File: src/rtl/uart_tx_engine_pkg.sv
// Shared definitions for the UART transmit engine: parity encodings,
// FSM state encoding and helpers that decode the data_bits setting.
package uart_tx_engine_pkg;

  localparam logic [1:0] PAR_NONE = 2'b00;
  localparam logic [1:0] PAR_ODD  = 2'b01;
  localparam logic [1:0] PAR_EVEN = 2'b10;

  typedef enum logic [2:0] {
    ST_IDLE   = 3'd0,
    ST_START  = 3'd1,
    ST_DATA   = 3'd2,
    ST_PARITY = 3'd3,
    ST_STOP   = 3'd4,
    ST_BREAK  = 3'd5
  } txState_e;

  // Index of the last data bit sent: 00..11 selects 5..8 bits.
  function automatic logic [2:0] lastBitIdx(input logic [1:0] dataBits);
    return 3'd4 + {1'b0, dataBits};
  endfunction

  // Mask of the data bits that take part in a frame.
  function automatic logic [7:0] dataMask(input logic [1:0] dataBits);
    logic [7:0] mask;
    case (dataBits)
      2'b00:   mask = 8'h1F;
      2'b01:   mask = 8'h3F;
      2'b10:   mask = 8'h7F;
      default: mask = 8'hFF;
    endcase
    return mask;
  endfunction

  // Only the odd and even codes insert a parity bit; 11 behaves as none.
  function automatic logic parityEnabled(input logic [1:0] par);
    return (par == PAR_ODD) || (par == PAR_EVEN);
  endfunction

  // Parity bit that makes the 1-count of data+parity odd or even.
  function automatic logic parityBit(input logic [7:0] data,
                                     input logic [1:0] dataBits,
                                     input logic [1:0] par);
    logic ones;
    ones = ^(data & dataMask(dataBits));
    return (par == PAR_ODD) ? ~ones : ones;
  endfunction

endpackage

File: src/rtl/uart_tx_engine_if.sv
// Byte push port of the UART transmit engine (valid/ready handshake).
interface uart_tx_engine_if;
  logic       wr_valid;
  logic [7:0] wr_data;
  logic       wr_ready;

  modport master (output wr_valid, output wr_data, input wr_ready);
  modport slave  (input wr_valid, input wr_data, output wr_ready);
endinterface

File: src/rtl/uart_tx_engine_fifo.sv
// Synchronous byte FIFO feeding the transmitter. Full/empty come from a
// registered occupancy count, so a push while full is refused even when
// a pop happens in the same cycle.
module uart_tx_fifo #(
  parameter int DEPTH = 8,
  parameter int WIDTH = 8
) (
  input  logic                     clk,
  input  logic                     rstN,
  input  logic                     push_i,
  input  logic [WIDTH-1:0]         pushData_i,
  input  logic                     pop_i,
  output logic [WIDTH-1:0]         popData_o,
  output logic [$clog2(DEPTH):0]   count_o,
  output logic                     full_o,
  output logic                     empty_o
);

  localparam int AW = $clog2(DEPTH);
  localparam int CW = AW + 1;

  logic [WIDTH-1:0] mem_q [DEPTH];
  logic [AW-1:0]    wrPtr_q, rdPtr_q;
  logic [CW-1:0]    count_q;
  logic             doPush, doPop;

  assign full_o    = (count_q == CW'(DEPTH));
  assign empty_o   = (count_q == '0);
  assign doPush    = push_i && !full_o;
  assign doPop     = pop_i && !empty_o;
  assign popData_o = mem_q[rdPtr_q];
  assign count_o   = count_q;

  // Storage array; written on an accepted push, no reset needed.
  always_ff @(posedge clk) begin
    if (doPush) mem_q[wrPtr_q] <= pushData_i;
  end

  // Pointers wrap naturally because DEPTH is a power of two.
  always_ff @(posedge clk or negedge rstN) begin
    if (!rstN) begin
      wrPtr_q <= '0;
      rdPtr_q <= '0;
      count_q <= '0;
    end else begin
      if (doPush) wrPtr_q <= wrPtr_q + AW'(1);
      if (doPop)  rdPtr_q <= rdPtr_q + AW'(1);
      case ({doPush, doPop})
        2'b10:   count_q <= count_q + CW'(1);
        2'b01:   count_q <= count_q - CW'(1);
        default: count_q <= count_q;
      endcase
    end
  end

endmodule

File: src/rtl/uart_tx_engine.sv
// FIFO-buffered, self-timed UART transmitter. Frame: start bit, 5..8 data
// bits LSB first, optional parity, 1 or 2 stop bits. Frame settings are
// captured when a byte is popped, so mid-frame changes only affect the
// next frame. Also handles line break and a graceful tx_en stop.
module uart_tx_engine
  import uart_tx_engine_pkg::*;
#(
  parameter int DEPTH = 8,
  parameter int DIV_W = 16
) (
  input  logic                   clk,
  input  logic                   rstN,
  uart_tx_engine_if.slave        wr,
  input  logic                   tx_en,
  input  logic                   tx_break,
  input  logic [DIV_W-1:0]       baud_div,
  input  logic [1:0]             data_bits,
  input  logic [1:0]             parity,
  input  logic                   stop2,
  output logic                   uart_tx,
  output logic                   busy,
  output logic [$clog2(DEPTH):0] fifo_count
);

  txState_e         state_q;
  logic [DIV_W-1:0] baudCnt_q, baudCnt_d, div_q;
  logic [7:0]       shift_q;
  logic [2:0]       bitIdx_q, lastIdx_q;
  logic             parEn_q, parBit_q, stop2_q, stopSecond_q;
  logic             uart_tx_q, busy_q;

  logic [7:0]       fifoData;
  logic             fifoFull, fifoEmpty;
  logic             bitDone, lastStop, canStart, pop;

  uart_tx_fifo #(
    .DEPTH (DEPTH),
    .WIDTH (8)
  ) u_fifo (
    .clk        (clk),
    .rstN       (rstN),
    .push_i     (wr.wr_valid),
    .pushData_i (wr.wr_data),
    .pop_i      (pop),
    .popData_o  (fifoData),
    .count_o    (fifo_count),
    .full_o     (fifoFull),
    .empty_o    (fifoEmpty)
  );

  assign wr.wr_ready = !fifoFull;
  assign uart_tx     = uart_tx_q;
  assign busy        = busy_q;

  // Bit-time bookkeeping: the counter restarts at every bit boundary.
  always_comb begin
    bitDone   = (baudCnt_q == div_q);
    baudCnt_d = bitDone ? '0 : baudCnt_q + DIV_W'(1);
    lastStop  = !stop2_q || stopSecond_q;
    canStart  = tx_en && !tx_break && !fifoEmpty;
  end

  // A new frame starts from IDLE, or directly out of the final stop-bit
  // cycle so back-to-back frames have no idle gap between them.
  always_comb begin
    pop = 1'b0;
    if (state_q == ST_IDLE && canStart) pop = 1'b1;
    if (state_q == ST_STOP && bitDone && lastStop && canStart) pop = 1'b1;
  end

  // Transmit FSM with registered line and busy outputs.
  always_ff @(posedge clk or negedge rstN) begin
    if (!rstN) begin
      state_q      <= ST_IDLE;
      baudCnt_q    <= '0;
      div_q        <= '0;
      shift_q      <= '0;
      bitIdx_q     <= '0;
      lastIdx_q    <= 3'd7;
      parEn_q      <= 1'b0;
      parBit_q     <= 1'b0;
      stop2_q      <= 1'b0;
      stopSecond_q <= 1'b0;
      uart_tx_q    <= 1'b1;
      busy_q       <= 1'b0;
    end else if (pop) begin
      state_q      <= ST_START;
      baudCnt_q    <= '0;
      div_q        <= baud_div;
      shift_q      <= fifoData;
      bitIdx_q     <= '0;
      lastIdx_q    <= lastBitIdx(data_bits);
      parEn_q      <= parityEnabled(parity);
      parBit_q     <= parityBit(fifoData, data_bits, parity);
      stop2_q      <= stop2;
      stopSecond_q <= 1'b0;
      uart_tx_q    <= 1'b0;
      busy_q       <= 1'b1;
    end else begin
      case (state_q)
        ST_IDLE: begin
          baudCnt_q <= '0;
          if (tx_break) begin
            state_q   <= ST_BREAK;
            div_q     <= baud_div;
            stop2_q   <= stop2;
            uart_tx_q <= 1'b0;
          end
        end
        ST_START: begin
          baudCnt_q <= baudCnt_d;
          if (bitDone) begin
            state_q   <= ST_DATA;
            uart_tx_q <= shift_q[0];
            shift_q   <= shift_q >> 1;
            bitIdx_q  <= '0;
          end
        end
        ST_DATA: begin
          baudCnt_q <= baudCnt_d;
          if (bitDone) begin
            if (bitIdx_q == lastIdx_q) begin
              if (parEn_q) begin
                state_q   <= ST_PARITY;
                uart_tx_q <= parBit_q;
              end else begin
                state_q      <= ST_STOP;
                uart_tx_q    <= 1'b1;
                stopSecond_q <= 1'b0;
              end
            end else begin
              uart_tx_q <= shift_q[0];
              shift_q   <= shift_q >> 1;
              bitIdx_q  <= bitIdx_q + 3'd1;
            end
          end
        end
        ST_PARITY: begin
          baudCnt_q <= baudCnt_d;
          if (bitDone) begin
            state_q      <= ST_STOP;
            uart_tx_q    <= 1'b1;
            stopSecond_q <= 1'b0;
          end
        end
        ST_STOP: begin
          baudCnt_q <= baudCnt_d;
          if (bitDone) begin
            if (!lastStop) begin
              stopSecond_q <= 1'b1;
            end else if (tx_break) begin
              state_q   <= ST_BREAK;
              div_q     <= baud_div;
              stop2_q   <= stop2;
              uart_tx_q <= 1'b0;
              busy_q    <= 1'b0;
            end else begin
              state_q   <= ST_IDLE;
              uart_tx_q <= 1'b1;
              busy_q    <= 1'b0;
            end
          end
        end
        ST_BREAK: begin
          baudCnt_q <= '0;
          uart_tx_q <= 1'b0;
          busy_q    <= 1'b0;
          if (!tx_break) begin
            state_q      <= ST_STOP;
            uart_tx_q    <= 1'b1;
            busy_q       <= 1'b1;
            stopSecond_q <= 1'b0;
          end
        end
        default: begin
          state_q   <= ST_IDLE;
          uart_tx_q <= 1'b1;
          busy_q    <= 1'b0;
        end
      endcase
    end
  end

endmodule

File: src/flat_wrapper.sv
// flat-port wrapper written by rule: the top's interface ports become plain ports
module uart_tx_engine_flat import uart_tx_engine_pkg::*;
#(
  parameter int DEPTH = 8,
  parameter int DIV_W = 16
)
  (clk, rstN, tx_en, tx_break, baud_div, data_bits, parity, stop2, uart_tx, busy, fifo_count, wr_wr_valid, wr_wr_data, wr_wr_ready);
  uart_tx_engine_if wr_i ();
  input  logic clk;
  input  logic rstN;
  input  logic tx_en;
  input  logic tx_break;
  input  logic [DIV_W-1:0] baud_div;
  input  logic [1:0] data_bits;
  input  logic [1:0] parity;
  input  logic stop2;
  output logic uart_tx;
  output logic busy;
  output logic [$clog2(DEPTH):0] fifo_count;
  input wire logic [$bits(wr_i.wr_valid)-1:0] wr_wr_valid;
  input wire logic [$bits(wr_i.wr_data)-1:0] wr_wr_data;
  output wire logic [$bits(wr_i.wr_ready)-1:0] wr_wr_ready;
  assign wr_i.wr_valid = wr_wr_valid;
  assign wr_i.wr_data = wr_wr_data;
  assign wr_wr_ready = wr_i.wr_ready;
  uart_tx_engine #(.DEPTH(DEPTH), .DIV_W(DIV_W)) u_core (.clk(clk), .rstN(rstN), .wr(wr_i), .tx_en(tx_en), .tx_break(tx_break), .baud_div(baud_div), .data_bits(data_bits), .parity(parity), .stop2(stop2), .uart_tx(uart_tx), .busy(busy), .fifo_count(fifo_count));
endmodule
File: config.mk
export PLATFORM = sky130hd
export DESIGN_NAME = uart_tx_engine_flat
export DESIGN_NICKNAME = d
export VERILOG_FILES = /design/src/rtl/uart_tx_engine_pkg.sv /design/src/rtl/uart_tx_engine_if.sv /design/src/rtl/uart_tx_engine_fifo.sv /design/src/rtl/uart_tx_engine.sv /design/src/flat_wrapper.sv
export SDC_FILE = /design/constraint.sdc
export NUM_CORES = 1
export LEC_CHECK = 0
export ABC_AREA = 1
export BUFFER_PORTS_ARGS = -buffer_cell sky130_fd_sc_hd__buf_2
export CAP_MARGIN = 20
export CORE_MARGIN = 4
export CORE_UTILIZATION = 45
export DETAILED_ROUTE_END_ITERATION = 8
export PLACE_DENSITY = 0.71
export SLEW_MARGIN = 5
export SYNTH_ARGS = -nofsm -noshare
export SYNTH_HDL_FRONTEND = slang
export SYNTH_SLANG_ARGS = --single-unit
File: constraint.sdc
create_clock -name clk -period 2.64 [get_ports clk]
set_input_delay 0.396 -clock clk [delete_from_list [all_inputs] [get_ports clk]]
set_output_delay 0.396 -clock clk [all_outputs]
set_load 0.05 [all_outputs]
==> run metrics, run 1 <==
I/O Buffers 40; global-route wire length before repair 22800 um; Clock H-tree levels 4; initial cell density of the core 46.6%; highest clock rate 420 MHz; Clock Path Buffers 2; critical path peak fanout 6; critical path launch point type flop; Static Leak 3.68 nW; clk root buf clkbuf_16; Post-CTS Hold Buffers 0; die area 16600 um^2; Routed WL 13800 um; GRT Total Usage 17.7%; die height 129 um; clock latency on the worst-skew pair 0.42 ns; FP Rows 43; vias per cell 4.93; Final setup viols 0; period utilization 90.2%; worst path required time 2.94 ns; met3 Track Usage GR 4.90%; Critical path buffers and inverters 2; busiest layer in global routing met2; failing checks hold timing; Post-Syn Area 6570 um^2; via count 4906; Util after Layout 54.2%; crit-path cells xor2_1, nor2_1, nand2_1, nor2_4, nand2_2, nand2_4, nand2_4, inv_2, ha_2, nand2_1, inv_1, nor2_1, ha_1, a21oi_2, xnor2_1, o21ai_0; largest net degree at the start of global routing 39; Crit path max-delay family simple AND/OR/NAND/NOR gates; Iter 0 DRT Violations 362; Post-Layout Cell Count 995; WL per Instance 13.8 um; DRT Pass-1 Iters 5; grt met1 use 24.0%; synthesized instance count 744; max cap viols 0; Routed Antenna Nets 0; n_diodes 0; core region area 14100 um^2; FF+latch count, synth 128; clk slew on worst S/H paths 0.06 ns; Seq/Total Area, Yosys 53.7%; Crit Path Class reg -> reg; synth warn 0; WP data arrival 2.68 ns; Fin. Hold Viols 6; CTS tree done; post-synthesis cell type count 46; # IOs 41; clock buffer count from CTS 17; Post-DP HPWL 9380 um; vias in the first global route 4685; layout overhead on the synthesized area 16.3%; Hold Crit Class in -> async; worst slew pin tran 0.638 ns; Final Hold Slack -0.00628 ns; share of layout cells above drive strength 1 17.3%; Worst setup EP type flop; PwrDens 601 nW/um^2; clock sink count 128; initial antenna violation count 0; post-synth net total 786; Syn Area/Cell 8.83 um^2; GRT overflow 0; slowest CP cell dfrtp_2; fin crit period 2.38 ns; slew margin rel. 57.5%; worst IR drop on VDD 0.000523 V; setup TNS 0 ns; fin nets 844; Largest stage delay, worst path 0.44 ns; max-slew violations 0; DR DRC count 0; placed cells 963; met2 track demand over resource 27.7%; Die Wd 129 um; routability cong. 0.915; clk_skew 0.00467 ns; RSZ-0062 raised after global routing false; status finished with violations
==> metal layers <==
metal  vias to the layer above  share of wire, %
met4                         0               1.8
met3                        21               5.0
met5                         -                 0
met2                       115                47
met1                      2258                47
li1                       2512                 -
==> repair_timing <==
item                       in CTS  in global routing
setup buffers                   0                  0
setup endpoints to repair       0                  1
gates resized for setup         0                  5
==> stage by stage <==
stage | worst slack, ns | instance area [um^2] | total power, W
after floorplan | 0.0946 | 6570 | 0.00217
after global placement | 0.295 | 7020 | 0.00223
after detailed placement | 0.202 | 7020 | 0.00223
after CTS | 0.187 | 7630 | 0.00464
after global routing | 0.0434 | 7640 | 0.00474
final | 0.258 | 7640 | 0.00460
==> state kept, by name, indices dropped and copies added (netlist names), 2 cells and up <==
register               flops
u_core.state_q             3
u_core.u_fifo.mem_q       64
u_core.u_fifo.rdPtr_q      3
u_core.shift_q             8
u_core.u_fifo.count_o      4
u_core.u_fifo.wrPtr_q      3
u_core.lastIdx_q           2
u_core.baudCnt_q          16
u_core.div_q              16
u_core.bitIdx_q            3
==> placed cells by master, fill, tap and decap left out, types with 5 or more instances in the layout <==
| cell | Yosys | layout |
|---|---|---|
| o21ai_0 | 29 | 29 |
| buf_2 | 13 | 40 |
| nand2_1 | 197 | 197 |
| buf_4 | 1 | 19 |
| xor2_1 | 23 | 23 |
| inv_6 | 0 | 5 |
| a21oi_1 | 23 | 22 |
| clkbuf_16 | 0 | 17 |
| nor2_1 | 60 | 60 |
| o21ai_1 | 5 | 5 |
| dfrtp_1 | 61 | 58 |
| nand4_1 | 6 | 6 |
| nand3_1 | 58 | 58 |
| ha_1 | 8 | 7 |
| o21ai_2 | 19 | 19 |
| inv_1 | 113 | 113 |
| edfxtp_1 | 64 | 64 |
==> report_power, final <==
part	internal, W	switching [W]	total (W)
logic	0.0000307	0.0000615	0.0000922
clock network	0.00150	0.000903	0.00240
registers	0.00210	0.000000354	0.00210
==> Yosys cell counts, drive strengths merged <==
| cell | instances | area [um^2] |
|---|---|---|
| nor4 | 2 | 18.8 |
| dfrtp | 61 | 1530 |
| o31ai | 3 | 22.5 |
| o21bai | 1 | 7.51 |
| buf | 19 | 129 |
| o2111ai | 1 | 26.3 |
| nand4 | 6 | 37.5 |
| a21o | 1 | 7.51 |
| clkbuf | 2 | 7.51 |
| a211oi | 1 | 7.51 |
| inv | 117 | 439 |
| clkinv | 1 | 3.75 |
| ha | 8 | 100 |
| o211ai | 5 | 42.5 |
| nand2 | 203 | 787 |
| or2 | 2 | 12.5 |
| xnor2 | 4 | 35.0 |
| nor3b | 1 | 7.51 |
| dfstp | 3 | 78.8 |
| edfxtp | 64 | 1920 |
| o22ai | 1 | 6.26 |
| nor3 | 4 | 31.3 |
| xor2 | 23 | 201 |
| a31oi | 2 | 12.5 |
| o41ai | 1 | 8.76 |
| nand3 | 59 | 308 |
| nand3b | 4 | 30.0 |
| a21oi | 24 | 124 |
| a22oi | 2 | 15.0 |
| nor2 | 65 | 272 |
| o21ai | 53 | 337 |
| o21a | 1 | 7.51 |
==> worst paths after layout <==
check                           cells past startpoint                             from                              endpoint  slack (ns)
min in group clk                                    3                      baud_div[8]           u_core.div_q[8]$_DFFE_PN0P_        0.21
worst min-delay path                                1                             rstN           u_core.div_q[1]$_DFFE_PN0P_      -0.006
worst max register to register                     16  u_core.baudCnt_q[6]$_DFFE_PN0P_  u_core.u_fifo.count_o[2]$_DFFE_PN0P_        0.26
max in group asynchronous                           2                             rstN       u_core.baudCnt_q[9]$_DFFE_PN0P_        2.01
worst min register to register                      2      u_core.parBit_q$_DFFE_PN0N_           u_core.parBit_q$_DFFE_PN0N_        0.49
worst max-delay path                               16  u_core.baudCnt_q[6]$_DFFE_PN0P_  u_core.u_fifo.count_o[2]$_DFFE_PN0P_        0.26
==> area by class of cell <==
class                           instances  area, um^2
Clock buffer                           18         429
Sequential cell                       128        3530
Tap cell                              180         225
Fill cell                            1237        6450
Clock inverter                         14         181
Multi-Input combinational cell        477        2470
Timing Repair Buffer                   60         363
Inverter                              118         443
==> kinds of logic after synthesis <==
kind of cell	Yosys count	share of synthesized area (%)
DFF	128	53.7
AOI/OAI and AO/OA	96	9.50
adders and majority gates	8	1.52
and+or+nand+nor	346	22.9
buffers and inverters	139	8.82
xor gates and xnor gates	27	3.60
No activity file was read; power rests on OpenSTA's default activity.
==> run 2: changes to the inputs <==
--- a/config.mk
+++ b/config.mk
@@ -11,7 +11,9 @@
 export CORE_MARGIN = 4
 export CORE_UTILIZATION = 45
 export DETAILED_ROUTE_END_ITERATION = 8
+export MAX_ROUTING_LAYER = met4
 export PLACE_DENSITY = 0.71
+export RECOVER_POWER = 25
 export SLEW_MARGIN = 5
 export SYNTH_ARGS = -nofsm -noshare
 export SYNTH_HDL_FRONTEND = slang
==> run 2 against run 1 <==
Net effect: the run ends with capacitance limit, slew limit left; final cell count stayed put; maximum frequency hardly changed; total power hardly changed; utilization is 0.080 points lower; combinational power is 2% lower; clock power hardly changed; non-clock buffer count stayed put; routed wire length is 0.13% higher; hold slack better by 0.22 ns; sequential share of layout area is 0.068 points higher; clock skew is 0.0032 ns higher; critical path type unchanged.
==> run metrics, run 2 (synthesized netlist as in run 1, its figures left out) <==
share of layout cells above drive strength 1 16.2% (-1.1 points); clk_skew 0.00785 ns (+0.00318 ns); worst slew pin tran 1.56 ns (+0.919 ns); # IOs 41 (unchanged); PwrDens 602 nW/um^2 (+0.12%); critical path launch point type flop; fin nets 844 (unchanged); Die Wd 129 um (unchanged); die height 129 um (unchanged); Final Hold Slack 0.211 ns (+0.217 ns); clock latency on the worst-skew pair 0.42 ns (about the same); FP Rows 43 (unchanged); Final setup viols 0 (unchanged); slew margin rel. -3.76% (-61 points); DR DRC count 0 (unchanged); RSZ-0062 raised after global routing false; Iter 0 DRT Violations 417 (+15%); routability cong. 0.931 (+1.7%); CTS tree done; WP data arrival 2.68 ns (about the same); initial cell density of the core 46.6% (unchanged); I/O Buffers 40 (unchanged); WL per Instance 13.9 um (+0.13%); GRT overflow 0 (unchanged); setup TNS 0 ns (unchanged); Static Leak 3.65 nW (-0.67%); largest net degree at the start of global routing 39 (unchanged); highest clock rate 420 MHz (about the same); Post-DP HPWL 9380 um (unchanged); Largest regs u_core.u_fifo.mem_q: 64 flops, u_core.baudCnt_q: 16 flops, u_core.div_q: 16 flops; vias per cell 4.90 (-0.63%); fill cell count 1238 (+0.081%); global-route wire length before repair 22900 um (about the same); critical path peak fanout 6 (unchanged); layout overhead on the synthesized area 16.1%; status finished with violations; failing checks capacitance limit, slew limit; leading cell type in the layout, fill and taps excluded nand2_1; Clock Path Buffers 2 (unchanged); Top reg by flops u_core.u_fifo.mem_q; Fin. Hold Viols 0 (-6); Worst setup EP type flop; n_diodes 0 (unchanged); initial antenna violation count 0 (unchanged); max-slew violations 27 (+27); Routed WL 13800 um (+0.13%); via count 4875 (-0.63%); period utilization 90.2% (about the same); worst path required time 2.94 ns (about the same); clock buffer count from CTS 17 (unchanged); die area 16600 um^2 (unchanged); Clock H-tree levels 4 (unchanged); DRT Pass-1 Iters 5 (unchanged); Post-CTS Hold Buffers 0 (unchanged); clk root buf clkbuf_16; Crit Path Class reg -> reg; core region area 14100 um^2 (unchanged); clk slew on worst S/H paths 0.06 ns (about the same); clock sink count 128 (unchanged); GRT Total Usage 18.3% (+0.60 points); placed cells 963 (unchanged); fin crit period 2.38 ns (-0.00132 ns); Post-Layout Cell Count 995 (unchanged); commonest non-fill, non-tap cells in the layout 197 x nand2_1, 113 x inv_1, 64 x edfxtp_1; worst IR drop on VDD 0.000525 V (+0.30%); vias in the first global route 4694 (+0.19%); max cap viols 1 (+1); max reg flops 64 (unchanged); Routed Antenna Nets 0 (unchanged); Hold Crit Class in -> reg
==> run 2: changes by cell type in the layout (fill, tap and decap cells not counted) <==
| cell | before | now |
|---|---|---|
| buf_2 | 40 | 31 |
| clkbuf_1 | 1 | 10 |
==> run 2: final timing paths <==
| check | from | depth (start not counted) | slack, ns | to |
|---|---|---|---|---|
| worst max-delay path | u_core.baudCnt_q[6]$_DFFE_PN0P_ | 16 | 0.26 | u_core.u_fifo.count_o[2]$_DFFE_PN0P_ |
| min in group asynchronous | rstN | 1 | 0.35 | u_core.div_q[1]$_DFFE_PN0P_ |
| worst min register to register | u_core.parBit_q$_DFFE_PN0N_ | 2 | 0.49 | u_core.parBit_q$_DFFE_PN0N_ |
| worst min-delay path | baud_div[8] | 3 | 0.21 | u_core.div_q[8]$_DFFE_PN0P_ |
| worst max register to register | u_core.baudCnt_q[6]$_DFFE_PN0P_ | 16 | 0.26 | u_core.u_fifo.count_o[2]$_DFFE_PN0P_ |
| max in group asynchronous | rstN | 1 | 1.27 | u_core.baudCnt_q[0]$_DFFE_PN0P_ |
==> run 2: through the flow <==
stage | util [%] | cell area, um^2 | setup WS (ns) | total power [W]
5_1_grt | 54.1 | 7630 | 0.0425 | 0.00474
2_1_floorplan | - | 6570 | 0.0946 | 0.00217
3_3_place_gp | 49.8 | 7020 | 0.295 | 0.00223
3_5_place_dp | 49.8 | 7020 | 0.202 | 0.00223
4_1_cts | 54.2 | 7630 | 0.187 | 0.00464
6_report | 54.1 | 7630 | 0.260 | 0.00460
==> run 2: where the power goes <==
group	internal (W)	total, W	switching, W
clock	0.00150	0.00240	0.000903
sequential	0.00210	0.00210	0.000000354
combinational	0.0000288	0.0000906	0.0000618
total	0.00363	0.00460	0.000965
==> run 2: cell type report <==
cell class / count / area [um^2] / area share (%)
clock buffers: 18 / 429 / 5.62
inverters: 118 / 443 / 5.80
repair buffers: 60 / 352 / 4.61
clock inverters: 14 / 181 / 2.38
multi-input cells: 477 / 2470 / 32.4
flip-flops and latches: 128 / 3530 / 46.3
well taps: 180 / 225 / 2.95
==> run 2: repair_timing <==
| item | in CTS | in global routing |
|---|---|---|
| setup buffers | 0 | 0 |
| gates resized for setup | 0 | 5 |
| setup endpoints to repair | 0 | 1 |
| hold endpoints to repair | 0 | 0 |
==> run 2: per-layer routing <==
layer | vias up | part of all wire [%] | track usage [%]
met1 | 2255 | 47 | 24.1
met4 | 0 | 1.6 | 5.81
met5 | - | 0 | -
met2 | 89 | 47 | 27.6
li1 | 2510 | - | -
met3 | 21 | 4.5 | 5.27
==> run 2: critical path, stage by stage (launching register included) <==
cell and delay [ns]:
dfrtp_2 0.44, xor2_1 0.15, nor2_1 0.13, nand2_1 0.10
nor2_4 0.14, nand2_2 0.12, nand2_4 0.10, nand2_4 0.05
inv_2 0.11, ha_2 0.21, nand2_1 0.06, inv_1 0.08
nor2_1 0.05, ha_1 0.19, a21oi_2 0.12, xnor2_1 0.12
o21ai_0 0.08
